### config.mk
export PLATFORM = sky130hd
export DESIGN_NAME = gcn_read_scheduler
export DESIGN_NICKNAME = d
export VERILOG_FILES = /design/src/rtl/gcn_ctrl_pkg.sv /design/src/rtl/read_latency_pipe.sv /design/src/rtl/gcn_read_scheduler.sv
export SDC_FILE = /design/constraint.sdc
export NUM_CORES = 1
export LEC_CHECK = 0
export CAP_MARGIN = 25
export CORE_MARGIN = 2
export CORE_UTILIZATION = 45
export DETAILED_ROUTE_END_ITERATION = 12
export PLACE_DENSITY = 0.78
export RECOVER_POWER = 100
export SETUP_SLACK_MARGIN = 0.4
export SLEW_MARGIN = 30
export SYNTH_ARGS = -nofsm -noshare
export SYNTH_HDL_FRONTEND = slang
export SYNTH_HIERARCHICAL = 1
export SYNTH_SLANG_ARGS = --single-unit
export TNS_END_PERCENT = 10
### constraint.sdc
create_clock -name clk -period 1.84 [get_ports clk]
set_clock_uncertainty 0.05 [all_clocks]
set_input_delay 0.368 -clock clk [delete_from_list [all_inputs] [get_ports clk]]
set_output_delay 0.368 -clock clk [all_outputs]
set_load 0.01 [all_outputs]
### src/rtl/gcn_ctrl_pkg.sv
// Shared types and constants for the GCN combination-stage read control.
package gcn_ctrl_pkg;

  typedef enum logic [2:0] {
    IDLE    = 3'd0,
    RD_W    = 3'd1,
    RD_F    = 3'd2,
    WAIT_F  = 3'd3,
    COMPUTE = 3'd4,
    FIN     = 3'd5
  } sched_state_t;

  localparam int                    ADDR_WIDTH        = 13;
  localparam logic [ADDR_WIDTH-1:0] FEATURE_BASE_ADDR = 13'd512;

  // Address the external generator produces for a given region/index.
  function automatic logic [ADDR_WIDTH-1:0] read_addr(input logic is_feature,
                                                      input int unsigned index);
    read_addr = is_feature ? FEATURE_BASE_ADDR + ADDR_WIDTH'(index) : ADDR_WIDTH'(index);
  endfunction

endpackage

### src/rtl/read_latency_pipe.sv
// Delay line that tracks each memory read until its data is valid.
// Weight and feature reads share it, so they retire in issue order.
module read_latency_pipe #(
  parameter int DEPTH     = 1,
  parameter int IDX_WIDTH = 1
) (
  input  logic                 clk,
  input  logic                 reset,
  input  logic                 valid_i,
  input  logic                 is_feature_i,
  input  logic [IDX_WIDTH-1:0] idx_i,
  output logic                 valid_o,
  output logic                 is_feature_o,
  output logic [IDX_WIDTH-1:0] idx_o
);

  typedef struct packed {
    logic                 valid;
    logic                 is_feature;
    logic [IDX_WIDTH-1:0] idx;
  } stage_t;

  stage_t stage_q [DEPTH];

  // Shift reads down the line; reset drops anything in flight.
  always_ff @(posedge clk) begin
    if (reset) begin
      for (int i = 0; i < DEPTH; i++) stage_q[i] <= '0;
    end else begin
      stage_q[0] <= '{valid: valid_i, is_feature: is_feature_i, idx: idx_i};
      for (int i = 1; i < DEPTH; i++) stage_q[i] <= stage_q[i-1];
    end
  end

  assign valid_o      = stage_q[DEPTH-1].valid;
  assign is_feature_o = stage_q[DEPTH-1].is_feature;
  assign idx_o        = stage_q[DEPTH-1].idx;

endmodule

### src/rtl/gcn_read_scheduler.sv
// Sequences the shared feature/weight read port: all weight columns first,
// then one feature row at a time, handing each row to the compute array.
//
//   state   | meaning
//   IDLE    | counters at 0, waiting for start
//   RD_W    | one weight-column read per cycle
//   RD_F    | single read of the current feature row
//   WAIT_F  | waiting for the feature word to come out of memory
//   COMPUTE | row handed over, waiting for compute_done
//   FIN     | one-cycle done pulse
module gcn_read_scheduler
  import gcn_ctrl_pkg::*;
#(
  parameter int WEIGHT_COLS           = 3,
  parameter int COUNTER_WEIGHT_WIDTH  = (WEIGHT_COLS > 1) ? $clog2(WEIGHT_COLS) : 1,
  parameter int FEATURE_ROWS          = 6,
  parameter int COUNTER_FEATURE_WIDTH = (FEATURE_ROWS > 1) ? $clog2(FEATURE_ROWS) : 1,
  parameter int MEM_READ_LATENCY      = 1
) (
  input  logic                             clk,
  input  logic                             reset,
  input  logic                             start,
  input  logic                             compute_done,
  output logic                             enable_read,
  output logic                             enable_feature,
  output logic [COUNTER_FEATURE_WIDTH-1:0] feature_count,
  output logic [COUNTER_WEIGHT_WIDTH-1:0]  weight_count,
  output logic                             weight_wr_en,
  output logic [COUNTER_WEIGHT_WIDTH-1:0]  weight_wr_idx,
  output logic                             feature_wr_en,
  output logic                             start_compute,
  output logic                             busy,
  output logic                             done
);

  localparam logic [COUNTER_WEIGHT_WIDTH-1:0]  WC_LAST = COUNTER_WEIGHT_WIDTH'(WEIGHT_COLS - 1);
  localparam logic [COUNTER_FEATURE_WIDTH-1:0] FC_LAST = COUNTER_FEATURE_WIDTH'(FEATURE_ROWS - 1);

  sched_state_t                     state_q, state_d;
  logic [COUNTER_WEIGHT_WIDTH-1:0]  wc_q, wc_d;
  logic [COUNTER_FEATURE_WIDTH-1:0] fc_q, fc_d;
  logic                             en_read_q, en_feat_q, sc_q, busy_q, done_q;
  logic                             pipe_valid, pipe_is_feature;
  logic [COUNTER_WEIGHT_WIDTH-1:0]  pipe_idx;

  // Next-state and counter update.
  always_comb begin
    state_d = state_q;
    wc_d    = wc_q;
    fc_d    = fc_q;
    case (state_q)
      IDLE: begin
        wc_d = '0;
        fc_d = '0;
        if (start) state_d = RD_W;
      end
      RD_W: begin
        if (wc_q == WC_LAST) begin
          wc_d    = '0;
          state_d = RD_F;
        end else begin
          wc_d = wc_q + COUNTER_WEIGHT_WIDTH'(1);
        end
      end
      RD_F: state_d = WAIT_F;
      WAIT_F: begin
        if (pipe_valid && pipe_is_feature) state_d = COMPUTE;
      end
      COMPUTE: begin
        if (compute_done) begin
          if (fc_q == FC_LAST) begin
            fc_d    = '0;
            state_d = FIN;
          end else begin
            fc_d    = fc_q + COUNTER_FEATURE_WIDTH'(1);
            state_d = RD_F;
          end
        end
      end
      FIN:     state_d = IDLE;
      default: state_d = IDLE;
    endcase
  end

  // State, counters and outputs; outputs are decoded from the next state so
  // they line up with the state they describe.
  always_ff @(posedge clk) begin
    if (reset) begin
      state_q   <= IDLE;
      wc_q      <= '0;
      fc_q      <= '0;
      en_read_q <= 1'b0;
      en_feat_q <= 1'b0;
      sc_q      <= 1'b0;
      busy_q    <= 1'b0;
      done_q    <= 1'b0;
    end else begin
      state_q   <= state_d;
      wc_q      <= wc_d;
      fc_q      <= fc_d;
      en_read_q <= (state_d == RD_W) || (state_d == RD_F);
      en_feat_q <= (state_d == RD_F);
      sc_q      <= (state_q == WAIT_F) && (state_d == COMPUTE);
      busy_q    <= (state_d != IDLE);
      done_q    <= (state_d == FIN);
    end
  end

  read_latency_pipe #(
    .DEPTH    (MEM_READ_LATENCY),
    .IDX_WIDTH(COUNTER_WEIGHT_WIDTH)
  ) u_pipe (
    .clk         (clk),
    .reset       (reset),
    .valid_i     (en_read_q),
    .is_feature_i(en_feat_q),
    .idx_i       (wc_q),
    .valid_o     (pipe_valid),
    .is_feature_o(pipe_is_feature),
    .idx_o       (pipe_idx)
  );

  assign enable_read    = en_read_q;
  assign enable_feature = en_feat_q;
  assign feature_count  = fc_q;
  assign weight_count   = wc_q;
  assign weight_wr_en   = pipe_valid & ~pipe_is_feature;
  assign feature_wr_en  = pipe_valid & pipe_is_feature;
  assign weight_wr_idx  = pipe_idx;
  assign start_compute  = sc_q;
  assign busy           = busy_q;
  assign done           = done_q;

endmodule

# --- Word level (Yosys, flattened, before mapping) ---
# Memories as Yosys holds them, arrays and structs flattened.
# Cells that the tools add are included.
totals:
  regBits: 13
  ram_bits: 4
  inputBits: 4
  output_inout_bits: 14
  wordCells: 50
  memories: 1
memory_table:
  columns: ["name", "depth", "word_bits", "rd", "rd_ports_with_merged_regs", "write_ports", "line_no", "rtl"]
  rows:
  - ["u_pipe.stage_q", 1, 4, 1, 0, 1, "read_latency_pipe.sv:23", "stage_t stage_q [DEPTH];"]
classes:
  n_addsub: 2
  eq_ne: 11
  mux: 16
  bitwise: 3
  n_reduce_logical: 9
ops:
  columns: ["op", "n"]
  rows:
  - ["3-bit two-way mux", 7]
  - ["3-bit one-hot mux with 5 select lines", 1]
  - ["3-bit == test (second input constant)", 4]
  - ["3-bit by 2-bit == test with 1-bit output (second input constant)", 3]
  - ["3-bit by 1-bit == test with 1-bit output (second input constant)", 2]
  - ["3-bit one-hot mux with 2 select lines", 1]
  - ["1-bit two-way mux", 4]
  - ["4-bit two-way mux", 1]
  - ["2-bit one-hot mux with 2 select lines", 1]
  - ["2-bit nonzero test", 2]
  - ["4-bit OR reduction", 1]
  - ["3-bit by 1-bit adder with 3-bit output (second input constant)", 1]
  - ["3-bit zero test", 1]
  - ["3-bit nonzero test", 1]
  - ["2-bit by 1-bit adder with 2-bit output (second input constant)", 1]
  - ["1-bit bitwise AND", 2]
  - ["2-bit == test (second input constant)", 1]
  - ["1-bit logical AND", 2]
  - ["2-bit two-way mux", 1]
  - ["2-bit inequality test (second input constant)", 1]
  - ["2-bit AND reduction", 1]
  - ["1-bit logical OR", 1]
  - ["1-bit NOT", 1]

# --- Logic depth before layout (Yosys ltp) ---
depth:
  ltp_word: 6
  depth_mapped: 5
  depth_no_buf: 4

# --- Modules after synthesis ---
# The synthesis kept the hierarchy.
modules_own_cells:
  columns: ["module", "n_inst", "cells_each", "area_per_inst_um2", "seq_area_each_um2"]
  rows:
  - ["gcn_read_scheduler", 1, 68, 598.1, 260.2]
  - ["read_latency_pipe", 1, 8, 105.1, 80.1]

# --- Worst setup path before layout ---
# No wires, ideal clock.
synth_timing:
  path_type: "register -> register"
  start: "register state_q[1]"
  end: "register wc_q[1] (netlist: weight_count[1])"
  setup_ns: 0.071
  t_arrival_ns: 1.256
  t_required_ns: 1.719
  path_slack_ns: 0.463
  stages_incl_launch_ff: 5
  path_buffers: 1
  synth_period_minus_slack_ns: 1.377
  cell_sequence: "dfxtp_1 -> buf_6 -> or3b_1 -> or3b_1 -> a21oi_1"
synth_via:
  elab_chain_len: 2
  elab_cells_between_ends: 4
  classes_between: "eq/ne: 1; mux: 1; reduce/logical: 2"
synth_lines:
  columns: ["item", "line_no", "rtl"]
  rows:
  - ["start, declared", "gcn_read_scheduler.sv:39", "sched_state_t state_q, state_d;"]
  - ["start signal, assigned", "gcn_read_scheduler.sv:98", "state_q <= state_d;"]
  - ["3-bit by 1-bit == test with 1-bit output / 3-bit zero test (equally long branches)", "gcn_read_scheduler.sv:51", "case (state_q)"]
  - ["2-bit one-hot mux with 2 select lines / 2-bit nonzero test (equally long branches)", null, null]
  - ["end signal, assigned", "gcn_read_scheduler.sv:99", "wc_q <= wc_d;"]
  - ["end, declared", "gcn_read_scheduler.sv:40", "logic [COUNTER_WEIGHT_WIDTH-1:0] wc_q, wc_d;"]
# Parallel ways exist; a longest one is shown, timed or not.
# A chain may end at the register's enable or synchronous reset.

# --- Worst setup path in the final report ---
layout_timing:
  start: "register fc_q[1] (netlist: feature_count[1])"
  end: "output feature_count[1]"
layout_lines:
  columns: ["item", "line_no", "rtl"]
  rows:
  - ["start, declared", "gcn_read_scheduler.sv:41", "logic [COUNTER_FEATURE_WIDTH-1:0] fc_q, fc_d;"]
  - ["start signal, assigned", "gcn_read_scheduler.sv:91", "fc_q <= '0;"]
  - ["start signal, assigned", "gcn_read_scheduler.sv:100", "fc_q <= fc_d;"]
  - ["end, declared", "gcn_read_scheduler.sv:26", "output logic [COUNTER_FEATURE_WIDTH-1:0] feature_count,"]
# No word-level cell between the ends.

==> results.sh <==
export IMPL_cts_root_buffer="clkbuf_4"
export IMPL_ys_seq_area_share_pct=48.4
export IMPL_maxCapViolations=0
export IMPL_syn_nets=80
export IMPL_core_mm2=0.00149
export IMPL_final_max_slew_viol_count=0
export IMPL_clkTransAtPathRegs_ns=0.09
export IMPL_hold_viol_final=0
export IMPL_p_per_area_mw_per_mm2=707
export IMPL_synth_warnings=6
export IMPL_syn_area_per_cell_um2=9.25
export IMPL_setup_viol=0
export IMPL_path_buf_inv=1
export IMPL_cts_setup_buffers=0
export IMPL_critPathCaptureType="output pin"
export IMPL_slowest_stage="dlygate4sd3_1"
export IMPL_synthAdderAreaFrac_pct=0
export IMPL_ios=18
export IMPL_globalRouteOverflowTotal=0
export IMPL_fin_crit_ns=1.68
export IMPL_synthCells=76
export IMPL_cts_tree="built"
export IMPL_crit_type="reg -> out"
export IMPL_io_buffers=17
export IMPL_p_leak_nw=0.424
export IMPL_sw_frac_of_total_pct=22.5
export IMPL_worst_path_max_fanout=6
export IMPL_rsz0062_at_grt="true"
export IMPL_relSlewSlack_pct=73.9
export IMPL_p_total_w=0.000640
export IMPL_track_usage_pct=15.1
export IMPL_viasPerCell=5.31
export IMPL_syn2layout_area_growth_pct=28.8
export IMPL_synth_simple_area_share_pct=26.3
export IMPL_clock_latency_ns=0.28
export IMPL_syn_cell_area_um2=703
export IMPL_routabilityCongestion=0.789
export IMPL_drc=0
export IMPL_grt_first_pass_wirelength_um=2170
export IMPL_p_sw_w=0.000144
export IMPL_crit_chain="dlygate4sd3_1"
export IMPL_start_util_pct=47.2
export IMPL_synthMuxAreaShare_pct=0
export IMPL_max_stage_delay_ns=0.61
export IMPL_path_delay_family="buffers and inverters"
export IMPL_layout_drive_gt1_share_pct=11.5
export IMPL_clock_sinks=17
export IMPL_worst_ep_arrival_time_ns=1.27
export IMPL_synth_xor_area_share_pct=0
export IMPL_postCtsHoldBufs=0
export IMPL_synthArstFlopShare_pct=0
export IMPL_intPower_w=0.000496
export IMPL_die_width_um=43.5
export IMPL_cts_htree_levels=1
export IMPL_synth_cell_types=29
export IMPL_final_nets=101
export IMPL_antenna_found_initial=0
export IMPL_drtIter0Drc=4
export IMPL_worst_endpoint_required_ns=1.42
export IMPL_first_pass_iters=4
export IMPL_status="completed"
export IMPL_cts_path_max_buffers=2
export IMPL_post_route_period_util_pct=91.6
export IMPL_hpwl_um=993
export IMPL_ys_ff_latch=17
export IMPL_synth_compound_area_share_pct=21.0
export IMPL_combPwrFrac_pct=9.9
export IMPL_peakVddDrop_v=0.000506
export IMPL_diodes=0
export IMPL_post_drt_wl_per_cell_um=11.7
export IMPL_fmax_mhz=593
export IMPL_die_h_um=43.5
export IMPL_whs_ns=0.415
export IMPL_vias=595
export IMPL_final_util_pct=60.8
export IMPL_synth_edf_count=0
export IMPL_grt_pass1_vias=520
export IMPL_row_count=14
export IMPL_synth_top_family_by_area="simple AND/OR/NAND/NOR gates"
export IMPL_grt_max_degree=11
export IMPL_critPathLaunchType="flop"
export IMPL_cts_made_buffers=3
export IMPL_worst_slew_pin_transition_ns=0.391
export IMPL_synth_ff_type="dfxtp_1"
export IMPL_seqPwrFrac_pct=60.5
export IMPL_die_area_mm2=0.00189
export IMPL_setup_tns_ns=0
export IMPL_ant_nets=0
export IMPL_drt_wl_total_um=1310
export IMPL_pwr_share_clk_pct=29.7
export IMPL_hp_class="reg -> reg"
[cell type report]
cell class                      instances  area, um^2
Timing Repair Buffer                   19         180
Tap cell                               16        20.0
Sequential cell                        17         345
Fill cell                             136         583
Inverter                                3        11.3
Clock buffer                            4        26.3
Multi-Input combinational cell         53         323
[worst paths after layout]
| path | startpoint | to | slack (ns) | cells after the start |
|---|---|---|---|---|
| max | feature_count[1]$_SDFFE_PP0P_ | feature_count[1] | 0.16 | 1 |
| min | enable_read$_SDFF_PP0_ | u_pipe/stage_q[0][3]$_SDFF_PP0_ | 0.41 | 1 |
| max reg2reg | state_q[2]$_SDFF_PP0_ | enable_read$_SDFF_PP0_ | 0.23 | 3 |
| min reg2reg | enable_read$_SDFF_PP0_ | u_pipe/stage_q[0][3]$_SDFF_PP0_ | 0.41 | 1 |
[power by group through the flow]
stage / logic [W] / registers (W) / clock network [W]
2_1_floorplan: 0.0000337 / 0.000398 / 0
3_3_place_gp: 0.0000685 / 0.000395 / 0
3_5_place_dp: 0.0000690 / 0.000396 / 0
4_1_cts: 0.0000687 / 0.000388 / 0.000196
5_1_grt: 0.0000695 / 0.000389 / 0.000209
6_report: 0.0000631 / 0.000387 / 0.000190
[state kept, by name, indices dropped and copies added, names as in the netlist]
| register | cells |
|---|---|
| done | 1 |
| feature_count | 3 |
| weight_count | 2 |
| enable_read | 1 |
| state_q | 3 |
| enable_feature | 1 |
| start_compute | 1 |
| u_pipe/stage_q | 4 |
| busy | 1 |
[Yosys cell counts (all sizes together), types with 2 or more instances]
master / count / area, um^2
or3: 2 / 12.5
and2: 2 / 12.5
nor2b: 6 / 37.5
o21bai: 3 / 22.5
inv: 3 / 11.3
nor3: 2 / 10.0
dfxtp: 17 / 340
clkbuf: 2 / 7.51
nor2: 5 / 18.8
or3b: 3 / 28.8
o21ai: 2 / 10.0
a21oi: 10 / 50.1
nand3b: 2 / 15.0
nand2: 3 / 11.3
[cell usage in the layout (no fill, tap or decap), drive strengths merged, types with 2 or more instances in the layout]
master / instances
or3b: 3
nor2: 5
o21ai: 2
a21oi: 10
nor3: 2
or3: 2
dlygate4sd3: 11
dfxtp: 17
clkbuf: 5
o21bai: 3
nor2b: 6
dlygate4sd2: 3
nand3b: 2
nand2: 3
inv: 3
and2: 2
clkdlybuf4s50: 2
[routing by layer]
metal  track usage (%)  up-vias  routed length [um]
met2              25.4        8                 637
met3              3.75        0                  38
li1                  -      309                   -
met4              5.45        0                   0
met1              18.8      278                 632
met5                 0        -                   0
[logic make-up (layout without fill, tap and decap cells)]
family / count (synthesis) / in the layout
AND/OR/NAND/NOR: 31 / 31
flip-flops: 17 / 17
AO/OA/AOI/OAI: 22 / 22
buffers and inverters: 6 / 26
[through the flow]
| step | instance area [um^2] | cells | setup WS (ns) |
|---|---|---|---|
| 2_1_floorplan | 703 | 76 | 0.463 |
| 3_3_place_gp | 890 | 108 | 0.143 |
| 3_5_place_dp | 890 | 108 | 0.125 |
| 4_1_cts | 920 | 112 | 0.173 |
| 5_1_grt | 906 | 112 | 0.0826 |
| 6_report | 906 | 112 | 0.155 |
[worst register-to-register path: cells and delay by family, from the launching register on]
kind               cells  cell delay [ns]
and+or+nand+nor        1             0.47
AOI/OAI and AO/OA      2             0.55
DFF                    1             0.47
[timing repair]
action                     in CTS  in global routing
resized for setup               9                  2
setup endpoints to repair      20                 23
cloned                          0                  0
Power figures use the tool's default switching activity.
